==> src/rtl/alu_seq.sv <==
// alu_seq_pkg : opcode encodings shared by the ALU and anything that drives it.
// alu_seq     : handshaked integer ALU with single-cycle simple ops and
//               iterative (one bit per cycle) unsigned multiply / divide.
//
// Ports (alu_seq):
//   iwClk, iwRst        clock (rising edge), asynchronous active-high reset
//   iwValid / owReady   request handshake; accept when IDLE and iwValid=1
//   iwA, iwB, iwAluOp   operands and opcode, latched at accept
//   iwFlush             synchronous abort of an in-flight or pending op
//   owValid / iwResultReady  result handshake; result held until consumed
//   owResult            registered result
//   owZero, owSign      flags decoded from the owResult register
//   owBusy              iterative op in progress
package alu_seq_pkg;
    localparam logic [5:0] ALU_OP_ADD   = 6'd0;
    localparam logic [5:0] ALU_OP_SUB   = 6'd1;
    localparam logic [5:0] ALU_OP_SLTU  = 6'd2;
    localparam logic [5:0] ALU_OP_SLT   = 6'd3;
    localparam logic [5:0] ALU_OP_AND   = 6'd4;
    localparam logic [5:0] ALU_OP_OR    = 6'd5;
    localparam logic [5:0] ALU_OP_XOR   = 6'd6;
    localparam logic [5:0] ALU_OP_SLL   = 6'd7;
    localparam logic [5:0] ALU_OP_SRL   = 6'd8;
    localparam logic [5:0] ALU_OP_SRA   = 6'd9;
    localparam logic [5:0] ALU_OP_EQ    = 6'd10;
    localparam logic [5:0] ALU_OP_MUL   = 6'd11;
    localparam logic [5:0] ALU_OP_MULHU = 6'd12;
    localparam logic [5:0] ALU_OP_DIVU  = 6'd13;
    localparam logic [5:0] ALU_OP_REMU  = 6'd14;
endpackage

module alu_seq
    import alu_seq_pkg::*;
#(
    parameter  int WIDTH = 32,
    localparam int SHW   = $clog2(WIDTH)
) (
    input  logic             iwClk,
    input  logic             iwRst,
    input  logic             iwValid,
    output logic             owReady,
    input  logic [WIDTH-1:0] iwA,
    input  logic [WIDTH-1:0] iwB,
    input  logic [5:0]       iwAluOp,
    input  logic             iwFlush,
    output logic             owValid,
    input  logic             iwResultReady,
    output logic [WIDTH-1:0] owResult,
    output logic             owZero,
    output logic             owSign,
    output logic             owBusy
);
    // Counter must be able to hold the value WIDTH itself.
    localparam int CW = SHW + 1;
    localparam logic [CW-1:0] CNT_INIT = CW'(WIDTH);
    localparam logic [CW-1:0] CNT_ONE  = CW'(1);

    typedef enum logic [1:0] {
        S_IDLE = 2'd0,
        S_BUSY = 2'd1,
        S_DONE = 2'd2
    } state_t;

    state_t             state_r;
    logic [CW-1:0]      cnt_r;
    logic [5:0]         op_r;
    logic [WIDTH-1:0]   opnd_r;    // multiplicand (MUL*) or divisor (DIV/REM)
    logic [2*WIDTH-1:0] acc_r;     // {product hi, lo} or {remainder, quotient}
    logic [WIDTH-1:0]   result_r;

    logic               is_iter_s;
    logic               is_mul_s;
    logic               op_mul_s;
    logic [WIDTH:0]     sum_s;
    logic [WIDTH:0]     trial_s;
    logic [WIDTH-1:0]   diff_s;
    logic [2*WIDTH-1:0] step_s;
    logic [WIDTH-1:0]   iter_res_s;

    // Single-cycle operations; unknown opcodes yield zero.
    function automatic logic [WIDTH-1:0] alu_simple(
        input logic [5:0]       op,
        input logic [WIDTH-1:0] a,
        input logic [WIDTH-1:0] b
    );
        logic [SHW-1:0] sh;
        sh = b[SHW-1:0];
        case (op)
            ALU_OP_ADD:  alu_simple = a + b;
            ALU_OP_SUB:  alu_simple = a - b;
            ALU_OP_SLTU: alu_simple = {{(WIDTH-1){1'b0}}, (a < b)};
            ALU_OP_SLT:  alu_simple = {{(WIDTH-1){1'b0}}, ($signed(a) < $signed(b))};
            ALU_OP_AND:  alu_simple = a & b;
            ALU_OP_OR:   alu_simple = a | b;
            ALU_OP_XOR:  alu_simple = a ^ b;
            ALU_OP_SLL:  alu_simple = a << sh;
            ALU_OP_SRL:  alu_simple = a >> sh;
            ALU_OP_SRA:  alu_simple = WIDTH'($signed(a) >>> sh);
            ALU_OP_EQ:   alu_simple = {{(WIDTH-1){1'b0}}, (a == b)};
            default:     alu_simple = {WIDTH{1'b0}};
        endcase
    endfunction

    // Decode whether the incoming opcode is iterative and which datapath it uses.
    always_comb begin
        is_iter_s = 1'b0;
        is_mul_s  = 1'b0;
        case (iwAluOp)
            ALU_OP_MUL, ALU_OP_MULHU: begin
                is_iter_s = 1'b1;
                is_mul_s  = 1'b1;
            end
            ALU_OP_DIVU, ALU_OP_REMU: begin
                is_iter_s = 1'b1;
                is_mul_s  = 1'b0;
            end
            default: begin
                is_iter_s = 1'b0;
                is_mul_s  = 1'b0;
            end
        endcase
    end

    // One iteration step: shift-add multiply or restoring divide.
    always_comb begin
        op_mul_s = (op_r == ALU_OP_MUL) || (op_r == ALU_OP_MULHU);
        sum_s    = {1'b0, acc_r[2*WIDTH-1:WIDTH]} + {1'b0, opnd_r};
        // Shift the next dividend bit into the partial remainder.
        trial_s  = {acc_r[2*WIDTH-1:WIDTH], acc_r[WIDTH-1]};
        // Any successful subtraction leaves a value below the divisor, so it fits WIDTH bits.
        diff_s   = trial_s[WIDTH-1:0] - opnd_r;
        step_s   = acc_r;
        if (op_mul_s) begin
            if (acc_r[0]) begin
                step_s = {sum_s, acc_r[WIDTH-1:1]};
            end else begin
                step_s = {1'b0, acc_r[2*WIDTH-1:1]};
            end
        end else begin
            // Divisor zero always "fits": quotient becomes all ones, remainder becomes A.
            if (trial_s >= {1'b0, opnd_r}) begin
                step_s = {diff_s, acc_r[WIDTH-2:0], 1'b1};
            end else begin
                step_s = {trial_s[WIDTH-1:0], acc_r[WIDTH-2:0], 1'b0};
            end
        end
    end

    // Pick the result half from the final step.
    always_comb begin
        case (op_r)
            ALU_OP_MUL:   iter_res_s = step_s[WIDTH-1:0];
            ALU_OP_MULHU: iter_res_s = step_s[2*WIDTH-1:WIDTH];
            ALU_OP_DIVU:  iter_res_s = step_s[WIDTH-1:0];
            ALU_OP_REMU:  iter_res_s = step_s[2*WIDTH-1:WIDTH];
            default:      iter_res_s = {WIDTH{1'b0}};
        endcase
    end

    // Control FSM and datapath registers.
    always_ff @(posedge iwClk or posedge iwRst) begin
        if (iwRst) begin
            state_r  <= S_IDLE;
            cnt_r    <= {CW{1'b0}};
            op_r     <= 6'd0;
            opnd_r   <= {WIDTH{1'b0}};
            acc_r    <= {(2*WIDTH){1'b0}};
            result_r <= {WIDTH{1'b0}};
        end else if (iwFlush) begin
            // Abort; the last result stays visible on owResult.
            state_r <= S_IDLE;
            cnt_r   <= {CW{1'b0}};
        end else begin
            case (state_r)
                S_IDLE: begin
                    if (iwValid) begin
                        op_r <= iwAluOp;
                        if (is_iter_s) begin
                            opnd_r  <= is_mul_s ? iwA : iwB;
                            acc_r   <= is_mul_s ? {{WIDTH{1'b0}}, iwB} : {{WIDTH{1'b0}}, iwA};
                            cnt_r   <= CNT_INIT;
                            state_r <= S_BUSY;
                        end else begin
                            result_r <= alu_simple(iwAluOp, iwA, iwB);
                            state_r  <= S_DONE;
                        end
                    end
                end
                S_BUSY: begin
                    acc_r <= step_s;
                    cnt_r <= cnt_r - CNT_ONE;
                    if (cnt_r == CNT_ONE) begin
                        result_r <= iter_res_s;
                        state_r  <= S_DONE;
                    end
                end
                S_DONE: begin
                    if (iwResultReady) begin
                        state_r <= S_IDLE;
                    end
                end
                default: state_r <= S_IDLE;
            endcase
        end
    end

    assign owReady  = (state_r == S_IDLE);
    assign owBusy   = (state_r == S_BUSY);
    assign owValid  = (state_r == S_DONE);
    assign owResult = result_r;
    assign owZero   = (result_r == {WIDTH{1'b0}});
    assign owSign   = result_r[WIDTH-1];
endmodule

==> config.mk <==
export PLATFORM = sky130hd
export DESIGN_NAME = alu_seq
export DESIGN_NICKNAME = d
export VERILOG_FILES = /design/src/rtl/alu_seq.sv
export SDC_FILE = /design/constraint.sdc
export NUM_CORES = 1
export LEC_CHECK = 0
export BUFFER_PORTS_ARGS = -buffer_cell sky130_fd_sc_hd__clkbuf_2
export CAP_MARGIN = 15
export CORE_ASPECT_RATIO = 0.9
export CORE_MARGIN = 2
export CORE_UTILIZATION = 40
export DETAILED_ROUTE_END_ITERATION = 6
export HOLD_SLACK_MARGIN = 0.02
export PLACE_DENSITY_LB_ADDON = 0.1
export RECOVER_POWER = 25
export SYNTH_ARGS = -nofsm -noshare
export SYNTH_HDL_FRONTEND = slang
export SYNTH_SLANG_ARGS = --single-unit
==> constraint.sdc <==
create_clock -name iwClk -period 14.4 [get_ports iwClk]
set_clock_uncertainty 0.1 [all_clocks]
set_input_delay 2.16 -clock iwClk [delete_from_list [all_inputs] [get_ports iwClk]]
set_output_delay 2.16 -clock iwClk [all_outputs]
set_load 0.1 [all_outputs]
==> results.yml <==
synthesis:
  synthFlopType: "dfrtp_1"
  synth_top_cells_by_area: "dfrtp_1 (17%), ha_1 (9.9%), mux4_2 (6.9%)"
  synthArstFlopShare_pct: 100.0
  netlist_top_cells_count: "nor2_1 (300), nand2_1 (291), a21oi_1 (269), o21ai_0 (231), ha_1 (166)"
  synth_area_sq_mm: 0.02102
  syn_inst: 2807
  synth_nets: 3052
  yosysTopAreaCell: "dfrtp_1"
  syn_avg_cell_area_sq_um: 7.488
  yosysMostFrequentCell: "nor2_1"
  synth_warnings: 0
  yosysTopAreaCellShare_pct: 16.91
  yosysSeqAreaShare_pct: 16.91
  ys_types: 93
  synth_edf_count: 0
  ys_seq_elements: 142
clock_tree:
  clock_path_buffers: 2
  cts_sinks: 142
  cts_tree: "done"
  cts_buffers: 17
  clk_pin_slew_ns: 0.08
  root_buffer: "clkbuf_16"
  cts_resized: 0
  ctsHtreeMaxLevel: 4
  clock_latency_ns: 0.48
  cts_hold_buf: 0
  cts_setup_buffers: 0
run_status:
  failed_checks: "capacitance limit, slew limit"
  status: "finished with violations"
pwr:
  internal_power_w: 0.001641
  p_sw_share_pct: 54.13
  switchingPower_w: 0.001937
  power_density_mw_per_mm2: 159.5
  p_comb_share_pct: 66.1
  p_clk_share_pct: 13.9
  power.leakage_nw: 9.553
  ir_worst_vdd_mv: 0.1493
  power_frac_seq_pct: 20.0
final_layout:
  multi_input_area_sq_mm: 0.01599
  layout.cells.non_filler: 3449
  fin_util_pct: 43.33
  area_growth_pct: 6.762
  drive_gt1_share_pct: 11.45
  nFillCells: 5438
  seq_area_sq_mm: 0.003553
  fin_nets: 2993
  n_antenna_cell: 0
worst_setup_path:
  cp.required_ns: 14.68
  rr_startpoint: "acc_r[40]$_DFFE_PP0P_"
  setup.worst_path.start_class: "input port"
  r2r_cells: 10
  path_class: "in2reg"
  worstSetupStartpoint: "iwB[1]"
  ff2ff_setup_slack_ns: 9.81
  end_kind: "flop"
  path_max_fanout: 65
  r2r-end: "owResult[22]$_DFFE_PP0P_"
  critPathArrivalTime_ns: 6.88
  crit_end: "owResult[19]$_DFFE_PP0P_"
die:
  die_h_um: 221.5
  die_area_sq_mm: 0.05440
  io-pin-count: 112
  num_rows: 79
  start_util_pct: 40.58
  die-width_um: 245.6
  design.core.area_sq_mm: 0.05179
grt:
  grt_pass1_vias: 21260
  grt_pass1_wl_um: 142300
  overflow: 0
  antenna_found_initial: 2
  grt_max_degree: 80
  grt_use_total_pct: 35.00
timing:
  relSlewSlack_pct: -163.4
  fmax_mhz: 151.5
  report.final.slew_viol_count: 80
  period_minus_slack_ns: 6.599
  finalCritPeriodShare_pct: 45.83
  whs_ns: 0.4032
  fin_tns_setup_ns: 0
  setup_viol: 0
  tightest_slew_ns: 3.930
  rsz0062_at_grt: "false"
  final_hold_viol_count: 0
placement:
  portBuffers: 111
  gp_congestion: 1.005
  dp.cells: 3416
  hpwl_um: 73300
detailed_routing:
  wl_met2_um: 41240
  routed-wl-met3_um: 7252
  wire_per_inst_um: 27.99
  via_per_inst: 6.575
  drtIter0Drc: 2527
  drc_errors: 0
  routed_wl_um: 96550
  num_vias: 22680
  m1WireLength_um: 43790
  drt_pass1_iterations: 6
  ant_nets: 0
  top_layer_used: "met5"
hold_path:
  worstHoldPathType: "reg2reg"
flow_run:
  max_cap_violations: 1
-- cell families (layout without fill, tap and decap cells) --
family,count (synthesis),in the layout,synth area share (%)
AOI/OAI and AO/OA,1003,1003,31.32
muxes,198,198,13.35
DFF,142,142,16.91
buffers and inverters,378,332,7.352
adders and majority gates,170,170,10.26
xor gates and xnor gates,75,75,3.125
and+or+nand+nor,841,841,17.69
-- flip-flops by register name, summed over array words and instances, names as in the netlist --
register  cells
opnd_r       32
acc_r        64
cnt_r         6
owResult     32
op_r          6
state_r       2
-- worst max-delay path, stage by stage --
cell,delay (ns)
buf_2,0.07
buf_4,0.66
inv_2,0.47
ha_1,0.49
a211oi_1,0.12
o21ba_2,0.26
a2111oi_0,1.12
o2111a_1,0.40
nor2_1,0.08
xnor2_1,0.16
o221ai_1,0.16
a221oi_1,0.32
nor2_1,0.08
a221o_1,0.30
-- metrics by stage --
step           worst slack (ns)  power [W]  cell area (sq um)
2_1_floorplan             8.330   0.002433              21020
3_3_place_gp              7.647   0.003013              21810
3_5_place_dp              7.539   0.003033              21810
4_1_cts                   8.068   0.003544              22430
5_1_grt                   7.751   0.003820              22440
6_report                  7.801   0.003579              22440
-- per-layer routing --
| metal | up-vias | track usage (%) |
|---|---|---|
| met2 | 1123 | 51.56 |
| met5 | - | 0 |
| met3 | 166 | 5.531 |
| met4 | 2 | 15.00 |
| met1 | 11130 | 50.29 |
| li1 | 10260 | - |
-- power groups by stage --
| stage | Clock (W) | Sequential (W) | Combinational, W |
|---|---|---|---|
| after floorplan | 0 | 0.000827 | 0.00161 |
| after global placement | 0 | 0.000717 | 0.00230 |
| after detailed placement | 0 | 0.000721 | 0.00231 |
| after CTS | 0.000504 | 0.000714 | 0.00233 |
| after global routing | 0.000522 | 0.000734 | 0.00256 |
| final | 0.000497 | 0.000717 | 0.00236 |
-- worst min path at each step --
stage	start	endpoint	slack (ns)	cells after the start
after floorplan	cnt_r[4]$_DFFE_PP0P_	cnt_r[4]$_DFFE_PP0P_	0.36	2
after global routing	op_r[5]$_DFFE_PP0P_	op_r[5]$_DFFE_PP0P_	0.43	1
after global placement	cnt_r[4]$_DFFE_PP0P_	cnt_r[4]$_DFFE_PP0P_	0.38	2
after CTS	acc_r[20]$_DFFE_PP0P_	acc_r[20]$_DFFE_PP0P_	0.41	2
after detailed placement	acc_r[20]$_DFFE_PP0P_	acc_r[20]$_DFFE_PP0P_	0.39	2
final	op_r[5]$_DFFE_PP0P_	op_r[5]$_DFFE_PP0P_	0.40	1
-- cell usage in the layout (no fill, tap or decap), types with 9 or more instances in the layout --
master / Yosys / final
nor2_1: 300 / 298
nand2_1: 291 / 290
a21oi_1: 269 / 268
o21ai_0: 231 / 230
ha_1: 166 / 166
inv_1: 150 / 148
dfrtp_1: 142 / 142
mux2i_1: 116 / 116
clkbuf_2: 1 / 108
mux4_2: 64 / 64
nor3_1: 54 / 53
a211oi_1: 53 / 53
xnor2_1: 52 / 52
o22ai_1: 42 / 42
a21o_1: 42 / 41
a31oi_1: 41 / 41
nand3_1: 39 / 39
buf_4: 4 / 36
o211ai_1: 26 / 26
nand4_1: 24 / 24
o31ai_1: 23 / 23
xor2_1: 23 / 23
nor2b_1: 23 / 23
o21bai_1: 22 / 22
a22o_1: 23 / 22
nor4_1: 23 / 21
nand2b_1: 21 / 20
mux2_2: 18 / 18
a211o_1: 19 / 18
o22a_1: 17 / 17
clkbuf_16: 0 / 17
o221ai_1: 16 / 16
a221oi_1: 16 / 16
or3_1: 14 / 14
o21a_1: 14 / 14
and3_1: 11 / 11
o31a_1: 11 / 11
and2_1: 10 / 10
a21boi_0: 9 / 9
-- final cells by class --
type / instances / area share, %
well taps: 688 / 3.836
clock buffers: 17 / 1.896
multi-input cells: 2287 / 71.27
inverters: 153 / 2.565
flip-flops and latches: 142 / 15.83
clock inverters: 15 / 0.8921
repair buffers: 147 / 3.708
Power figures use the tool's default switching activity.
